===== config.mk =====
export PLATFORM = sky130hd
export DESIGN_NAME = inverse_2x2_normalize
export DESIGN_NICKNAME = d
export VERILOG_FILES = /design/src/rtl/inverse_2x2_normalize.sv
export SDC_FILE = /design/constraint.sdc
export NUM_CORES = 1
export LEC_CHECK = 0
export CAP_MARGIN = 20
export CORE_MARGIN = 10
export CORE_UTILIZATION = 55
export DETAILED_ROUTE_END_ITERATION = 16
export MAX_ROUTING_LAYER = met4
export PLACE_DENSITY = 0.86
export SLEW_MARGIN = 0
export SYNTH_ARGS = -nofsm -noshare
export SYNTH_HDL_FRONTEND = slang
export SYNTH_SLANG_ARGS = --single-unit

===== constraint.sdc =====
create_clock -name clk -period 14.6 [get_ports clk]
set_input_delay 2.92 -clock clk [delete_from_list [all_inputs] [get_ports clk]]
set_output_delay 2.92 -clock clk [all_outputs]
set_load 0.02 [all_outputs]

===== src/rtl/inverse_2x2_normalize.sv =====
// inverse_2x2_normalize
//   Accepts a signed 4-bit 2x2 matrix, computes det and the adjugate, then
//   divides each adjugate element by det with one shared serial restoring
//   divider. Produces the inverse in signed Q(OUT_W-FRAC).FRAC fixed point.
// Ports:
//   clk, rst_n           clock (rising edge), async active-low reset
//   in_valid/in_ready    input handshake; in_ready only while idle
//   d11,d12,d21,d22      signed 4-bit matrix elements
//   out_valid/out_ready  result handshake; result held until taken
//   q11,q12,q21,q22      signed OUT_W inverse elements, FRAC fractional bits
//   singular             det == 0 (all q* forced to 0)
//   sat                  at least one q* clipped to the OUT_W range
module inverse_2x2_normalize #(
  parameter int FRAC  = 4,
  parameter int OUT_W = 8
) (
  input  logic             clk,
  input  logic             rst_n,
  input  logic             in_valid,
  output logic             in_ready,
  input  logic [3:0]       d11,
  input  logic [3:0]       d12,
  input  logic [3:0]       d21,
  input  logic [3:0]       d22,
  output logic             out_valid,
  input  logic             out_ready,
  output logic [OUT_W-1:0] q11,
  output logic [OUT_W-1:0] q12,
  output logic [OUT_W-1:0] q21,
  output logic [OUT_W-1:0] q22,
  output logic             singular,
  output logic             sat
);
  localparam int N     = 4 + FRAC;        // quotient bits per element
  localparam int CW    = N + OUT_W;       // wide enough to compare quotient vs range
  localparam int CNT_W = $clog2(N) + 1;

  typedef enum logic [1:0] {S_IDLE, S_DET, S_DIV, S_DONE} state_t;

  state_t                  state_q, state_d;
  logic [3:0][3:0]         m_q, m_d;      // [0]=d11 [1]=d12 [2]=d21 [3]=d22
  logic signed [7:0]       det_q, det_d;
  logic [N-1:0]            num_q, num_d;  // numerator shifts out, quotient shifts in
  logic [7:0]              rem_q, rem_d;
  logic [CNT_W-1:0]        cnt_q, cnt_d;
  logic [1:0]              k_q, k_d;
  logic [3:0][OUT_W-1:0]   q_q, q_d;
  logic                    singular_q, singular_d;
  logic                    sat_q, sat_d;

  // Adjugate element k held at 5 bits so that -(-8) is exact.
  function automatic logic signed [4:0] adj(input logic [1:0] k, input logic [3:0][3:0] m);
    logic signed [4:0] t;
    case (k)
      2'd0:    t = $signed({m[3][3], m[3]});
      2'd1:    t = -$signed({m[1][3], m[1]});
      2'd2:    t = -$signed({m[2][3], m[2]});
      default: t = $signed({m[0][3], m[0]});
    endcase
    return t;
  endfunction

  function automatic logic [N-1:0] num_of(input logic signed [4:0] a);
    logic [4:0] mag;
    mag = a[4] ? 5'(-a) : a;
    return {mag[3:0], {FRAC{1'b0}}};
  endfunction

  logic signed [7:0] det_c, p1, p2;
  logic [7:0]        det_abs;
  logic [8:0]        rem_sh;
  logic              ge;
  logic [7:0]        rem_nx;
  logic [N-1:0]      num_nx;
  logic [CW-1:0]     qx, pmax;
  logic              neg, clip;
  logic [OUT_W-1:0]  qval;

  always_comb begin
    p1      = $signed(m_q[0]) * $signed(m_q[3]);
    p2      = $signed(m_q[1]) * $signed(m_q[2]);
    det_c   = p1 - p2;
    det_abs = det_q[7] ? 8'(-det_q) : det_q;
    // one restoring step: shift in next numerator bit, subtract if it fits
    rem_sh  = {rem_q, num_q[N-1]};
    ge      = rem_sh >= {1'b0, det_abs};
    rem_nx  = ge ? 8'(rem_sh - {1'b0, det_abs}) : rem_sh[7:0];
    num_nx  = {num_q[N-2:0], ge};
    // saturation of the just-completed quotient
    qx      = CW'(num_nx);
    pmax    = (CW'(1) << (OUT_W - 1)) - CW'(1);
    neg     = (adj(k_q, m_q) < 0) ^ det_q[7];
    clip    = 1'b0;
    qval    = qx[OUT_W-1:0];
    if (!neg) begin
      if (qx > pmax) begin
        clip = 1'b1;
        qval = {1'b0, {(OUT_W-1){1'b1}}};
      end
    end else begin
      if (qx > pmax + CW'(1)) begin
        clip = 1'b1;
        qval = {1'b1, {(OUT_W-1){1'b0}}};
      end else begin
        qval = OUT_W'(-qx[OUT_W-1:0]);  // zero quotient stays +0
      end
    end
  end

  always_comb begin
    state_d    = state_q;
    m_d        = m_q;
    det_d      = det_q;
    num_d      = num_q;
    rem_d      = rem_q;
    cnt_d      = cnt_q;
    k_d        = k_q;
    q_d        = q_q;
    singular_d = singular_q;
    sat_d      = sat_q;
    case (state_q)
      S_IDLE: if (in_valid) begin
        m_d     = {d22, d21, d12, d11};
        state_d = S_DET;
      end
      S_DET: begin
        det_d = det_c;
        sat_d = 1'b0;
        if (det_c == 8'sd0) begin
          q_d        = '0;
          singular_d = 1'b1;
          state_d    = S_DONE;
        end else begin
          singular_d = 1'b0;
          num_d      = num_of(adj(2'd0, m_q));
          rem_d      = '0;
          cnt_d      = '0;
          k_d        = 2'd0;
          state_d    = S_DIV;
        end
      end
      S_DIV: begin
        num_d = num_nx;
        rem_d = rem_nx;
        cnt_d = cnt_q + CNT_W'(1);
        if (cnt_q == CNT_W'(N - 1)) begin
          q_d[k_q] = qval;
          sat_d    = sat_q | clip;
          cnt_d    = '0;
          if (k_q == 2'd3) begin
            state_d = S_DONE;
          end else begin
            k_d   = k_q + 2'd1;
            num_d = num_of(adj(k_q + 2'd1, m_q));
            rem_d = '0;
          end
        end
      end
      default: if (out_ready) state_d = S_IDLE;
    endcase
  end

  always_ff @(posedge clk or negedge rst_n) begin
    if (!rst_n) begin
      state_q    <= S_IDLE;
      m_q        <= '0;
      det_q      <= '0;
      num_q      <= '0;
      rem_q      <= '0;
      cnt_q      <= '0;
      k_q        <= '0;
      q_q        <= '0;
      singular_q <= 1'b0;
      sat_q      <= 1'b0;
    end else begin
      state_q    <= state_d;
      m_q        <= m_d;
      det_q      <= det_d;
      num_q      <= num_d;
      rem_q      <= rem_d;
      cnt_q      <= cnt_d;
      k_q        <= k_d;
      q_q        <= q_d;
      singular_q <= singular_d;
      sat_q      <= sat_d;
    end
  end

  assign in_ready  = (state_q == S_IDLE);
  assign out_valid = (state_q == S_DONE);
  assign q11       = q_q[0];
  assign q12       = q_q[1];
  assign q21       = q_q[2];
  assign q22       = q_q[3];
  assign singular  = singular_q;
  assign sat       = sat_q;
endmodule

### Yosys cells after proc, flatten, opt, wreduce, memory -nomap -nowiden

Index checks and enable logic that the tools add are counted.

| operators by class | value |
|---|---|
| muxes and demuxes | 47 |
| magnitude comparators | 6 |
| eq/ne operators | 15 |
| bitwise logic cells | 2 |
| add/subtract/negate cells | 10 |
| $mul | 2 |
| reductions and logical operators | 13 |

Operators by type and width:

| operator | count |
|---|---|
| 8-bit two-way mux | 12 |
| 32-bit two-way mux | 2 |
| 32-bit one-hot mux with 2 select lines | 1 |
| 32-bit bitwise mux | 1 |
| 8-bit one-hot mux with 2 select lines | 2 |
| 5-bit one-hot mux with 3 select lines | 2 |
| 5-bit two-way mux | 5 |
| 8-bit demux with 2-bit select | 1 |
| 4-bit by 4-bit multiplier with 8-bit output | 2 |
| 4-bit two-way mux | 4 |
| 8-bit negator | 2 |
| 8-bit subtractor | 2 |
| 2-bit two-way mux | 7 |
| 2-bit inequality test (second input constant) | 6 |
| 2-bit equality test (second input constant) | 5 |
| 4-bit negator with 5-bit output | 2 |
| 9-bit by 8-bit greater-or-equal comparator with 1-bit output | 1 |
| 8-bit by 7-bit greater-than comparator with 1-bit output (second input constant) | 1 |
| 8-bit greater-than comparator (second input constant) | 1 |
| 8-bit zero test | 1 |
| 4-bit negator | 2 |
| 4-bit one-hot mux with 2 select lines | 1 |
| 4-bit AND reduction | 2 |
| 2-bit by 1-bit equality test with 1-bit output (second input constant) | 3 |
| 18 further kinds | 27 |

| word-level totals | value |
|---|---|
| word-level logic and storage cells | 111 |
| register bits | 82 |
| bits of input ports | 20 |
| output and inout bits | 36 |

### Longest topological paths before layout

| logic depth | value |
|---|---|
| word-level depth | 11 |
| mapped depth | 20 |
| depth with buffers taken out | 18 |

### Least setup slack after synthesis

No wires, ideal clock.

| timing path | value |
|---|---|
| kind | register -> register |
| start | reg m_q[14] in the netlist's numbering |
| end | reg q_q, in the netlist q11[2] |
| setup time | 68 ps |
| data arrival time | 5189 ps |
| period minus slack after synthesis | 5257 ps |
| data required time | 14532 ps |
| buffers on the path | 2 |
| slack | 9343 ps |
| stages on the path, launching flop included | 19 |
| cells stage by stage | dfrtp_1 clkbuf_1 and2_1 fa_1 inv_1 fa_1 ha_1 fa_1 inv_1 fa_1 ha_1 a21o_1 a2111oi_0 a21oi_1 xnor2_1 or3_1 buf_6 a211oi_4 a22o_1 |

| between the ends | value |
|---|---|
| word-level cells in the longest chain between the ends | 7 |
| elaborated cells on any way between the ends | 12 |
| classes of those cells | add/sub (1); mul (1); order compare (1); eq/ne (1); mux (5); bitwise (1); reduce/logical (2) |

Ends and longest elaborated chain:

| element | line | source |
|---|---|---|
| start: declaration | 41 | `logic [3:0][3:0] m_q, m_d;` |
| start signal: assignment | 177 | `m_q <= m_d;` |
| parallel branches: the longest is 7 deep, another holds 4-bit by 4-bit multiplier with 8-bit output | - |  |
| end signal: assignment | 183 | `q_q <= q_d;` |
| end: declaration | 47 | `logic [3:0][OUT_W-1:0] q_q, q_d;` |

Parallel ways; which one is timed is not known. The select of a mux whose other input is x is not followed.
A chain may end at the register's enable or synchronous reset.

### Final worst setup path

| timing path | value |
|---|---|
| start | reg m_q[14] in the netlist's numbering |
| end | reg q_q, in the netlist q12[7] |

Same word-level chain as after synthesis.

==> PnR_summary.wiki <==
{| class="wikitable"
! Metric !! Value
|-
| Critical path data arrival time || 6.13 ns
|-
| Cts hold-fix bufs || 0
|-
| Sum of buffers and inverters on the critical path || 2
|-
| Max-cap violations || 0
|-
| Via density per instance || 6.00
|-
| Inserted Clock Buffers || 9
|-
| Share of synthesized cell area in full adder, half adder and majority cells || between 10% and 20%
|-
| Final number of hold-violating endpoints || 0
|-
| Clock-pin transition on the worst setup and hold timing paths || 0.10 ns
|-
| Instance count of the mapped netlist || about 590
|-
| Resize count post-CTS || 0
|-
| Diode count || 0
|-
| Number of synthesized register bits || around 80
|-
| Type of the setup path with the least slack || reg -> reg
|-
| Number of fillers in the final layout || between 800 and 900
|-
| Fmax || 172 MHz
|-
| Nets in the synthesized netlist || around 680
|-
| Avg WL per Cell || 18.2 um
|-
| Seq. cell area || between 0.002 and 0.0025 sq mm
|-
| Layout cell share with drive strength beyond 1 || 8.05%
|-
| Number of clock sinks seen by CTS || 82
|-
| Std-Cell Core Area || about 0.010 sq mm
|-
| Final GP Congestion || 0.947
|-
| Post-route core utilization || 65.2%
|-
| Shortest clock period the worst path allows after layout || just under 6 ns
|-
| Unrepaired setup endpoints after global routing || false
|-
| Die Footprint || between 0.015 and 0.02 sq mm
|-
| Simple-gate share of the synthesized area || about an eighth
|-
| Height of the die || ~120 um
|-
| Cell breakdown of the critical path || and2_1 -> fa_1 -> inv_1 -> fa_1 -> ha_1 -> fa_1 -> inv_1 -> fa_1 -> ha_1 -> a21o_1 -> a2111oi_0 -> a21oi_1 -> xnor2_1 -> or3_1 -> a211oi_4 -> a22o_1
|-
| Placement row count || 37
|-
| Largest net degree at the start of global routing || between 80 and 90
|-
| Max incr delay on CP || between 0.6 and 0.7 ns
|-
| CTS H-tree depth || 3
|-
| Proportion of register bits with asynchronous set or reset after synthesis || 100%
|-
| Layout overhead on the synthesized area || 15.3%
|-
| Per-instance average area after synthesis || slightly below 10 sq um
|-
| Result of the run || finished, final reports clean
|-
| Congestion Overflow GR || 0
|-
| CTS max path bufs || 2
|-
| Number of global-route vias before repair || approximately 4800
|-
| Netlist area before placement || ~0.006 sq mm
|-
| Number of buffers added for setup after CTS || 0
|-
| Cell with the largest stage delay on the worst path || or3_1
|-
| Worst-Margin Slew || about 1.1 ns
|-
| Vias after detailed routing || roughly 4700
|-
| Synth Warn # || 0
|-
| Estimated wirelength of the detail-placed design || approximately 11000 um
|-
| Count of different cell masters after synthesis || 57
|-
| Post-route DRC || 0
|-
| Clock insertion delay at the later pin of the skew report || approximately 0.37 ns
|-
| Mux contribution to synthesized area || 4.20%
|-
| Total routing usage reported by global routing || ~20%
|-
| I/O pin cnt || 56
|-
| Maximum fanout count along the critical path || 8
|-
| Final Setup Violations || 0
|-
| Xor and xnor area share after synthesis || 3.99%
|-
| Area occupied by multi-input gates || ~0.0035 sq mm
|-
| Number of antenna violations at the first check in global routing || 0
|-
| Most common library cell in the layout ignoring fill and taps || dfrtp_1
|-
| Worst path required time || about 15 ns
|-
| Period utilization || between 30% and 40%
|-
| Category of cells accounting for the largest share of critical-path delay || adder cells
|-
| Startpoint kind of the worst setup timing path || register
|-
| Top flip-flop cell by instance count after synthesis || dfrtp_1
|-
| Kind of path behind the tightest hold check || reg -> reg
|-
| Compound-gate portion of the synthesized area || ~20%
|-
| Final layout net count || ~730
|-
| Starting density of the core || a little under three fifths
|-
| Sum Neg Setup Slack || 0 ns
|-
| Main combinational cell family by area after synthesis || compound AO/OA/AOI/OAI gates
|-
| Global-route wire length before repair || between 20000 and 25000 um
|-
| Most common cell on crit path || fa_1
|-
| Overall routed net length || between 10000 and 15000 um
|-
| Number of enable-type register cells in the synthesized netlist || 0
|-
| Drt first-iter violations || roughly 370
|-
| Pins Over Slew Limit || 0
|-
| Crit. End Element || register
|-
| Leading cell types in the layout, fill and taps excluded || dfrtp_1 (82), inv_1 (60), clkdlybuf4s50_1 (54)
|-
| Port Buffer Count || 55
|-
| Die width || around 120 um
|-
| Share of synthesized area occupied by flip-flops and latches || about a third
|-
| Clock Skews || 0.0119 ns
|-
| Number of search-and-repair iterations in the first detailed-routing pass || 6
|-
| Worst slew margin relative to its limit || a little over a quarter
|-
| Cell at the root of the clock tree || clkbuf_8
|-
| Post-route antenna net violation count || 0
|-
| Clock tree from TritonCTS || yes
|}
-- flip-flops by register name (all words and copies together) (netlist names) --
| name | cells |
|---|---|
| cnt_q | 4 |
| det_q | 8 |
| k_q | 2 |
| m_q | 16 |
| num_q | 8 |
| q11 | 8 |
| q12 | 8 |
| q21 | 8 |
| q22 | 8 |
| rem_q | 8 |
| sat | 1 |
| singular | 1 |
| state_q | 2 |
-- synth_stat cells, drive strengths merged (17+ instances only) --
library cell | number | area share [%]
a21oi | 21 | 1.8
a22o | 35 | 5.2
and2 | 17 | 1.8
dfrtp | 82 | 35
fa | 26 | 8.9
ha | 46 | 9.9
inv | 60 | 3.9
mux2 | 20 | 3.9
nand2 | 50 | 3.2
nor2 | 29 | 1.9
o21ai | 46 | 4.0
xnor2 | 18 | 2.7
-- per-stage QoR --
| stage | cells | setup slack [ns] | hold WS, ns | instance area [sq um] |
|---|---|---|---|---|
| CTS | 781 | 8.79 | 0.514 | 6700 |
| floorplan | 591 | 9.34 | 0.451 | 5840 |
| detailed placement | 765 | 8.82 | 0.491 | 6510 |
| global route | 782 | 8.43 | 0.533 | 6730 |
| finish | 782 | 8.78 | 0.513 | 6730 |
| global placement | 765 | 8.96 | 0.467 | 6510 |
-- worst paths after layout --
check	slack, ns	from	cells past startpoint	endpoint
worst max register to register	8.78	m_q[14]$_DFFE_PN0P_	16	q12[7]$_DFFE_PN0P_
worst max-delay path	8.78	m_q[14]$_DFFE_PN0P_	16	q12[7]$_DFFE_PN0P_
worst min-delay path	0.51	sat$_DFFE_PN0P_	1	sat$_DFFE_PN0P_
min in group asynchronous	2.43	rst_n	1	rem_q[4]$_DFFE_PN0P_
max in group asynchronous	11.57	rst_n	2	m_q[6]$_DFFE_PN0P_
worst min register to register	0.51	sat$_DFFE_PN0P_	1	sat$_DFFE_PN0P_
-- metal layers --
layer	track usage (%)	up-vias	share of wire, %
li1	-	2183	-
met3	4.51	38	6.6
met1	22.1	2290	39
met5	-	-	0
met2	34.7	180	52
met4	6.40	0	2.4
-- logic make-up (layout without fill, tap and decap cells) --
logic type	Yosys count	count (layout)
and+or+nand+nor	152	152
adders and majority gates	72	72
buffers and inverters	80	135
muxes	22	22
AOI/OAI and AO/OA	158	158
DFF	82	82
xor gates and xnor gates	25	25
-- cell type report --
cell class              instances  share of cell area, %
multi-input cells             429                   51.8
flip-flops and latches         82                   30.5
repair buffers                 59                   8.89
inverters                      60                   3.35
well taps                     136                   2.53
clock buffers                   9                   1.84
clock inverters                 7                   1.06
Power is left out: the tool's default activity adds up to more than one toggle a clock period on the data nets, which glitch-free logic cannot reach.
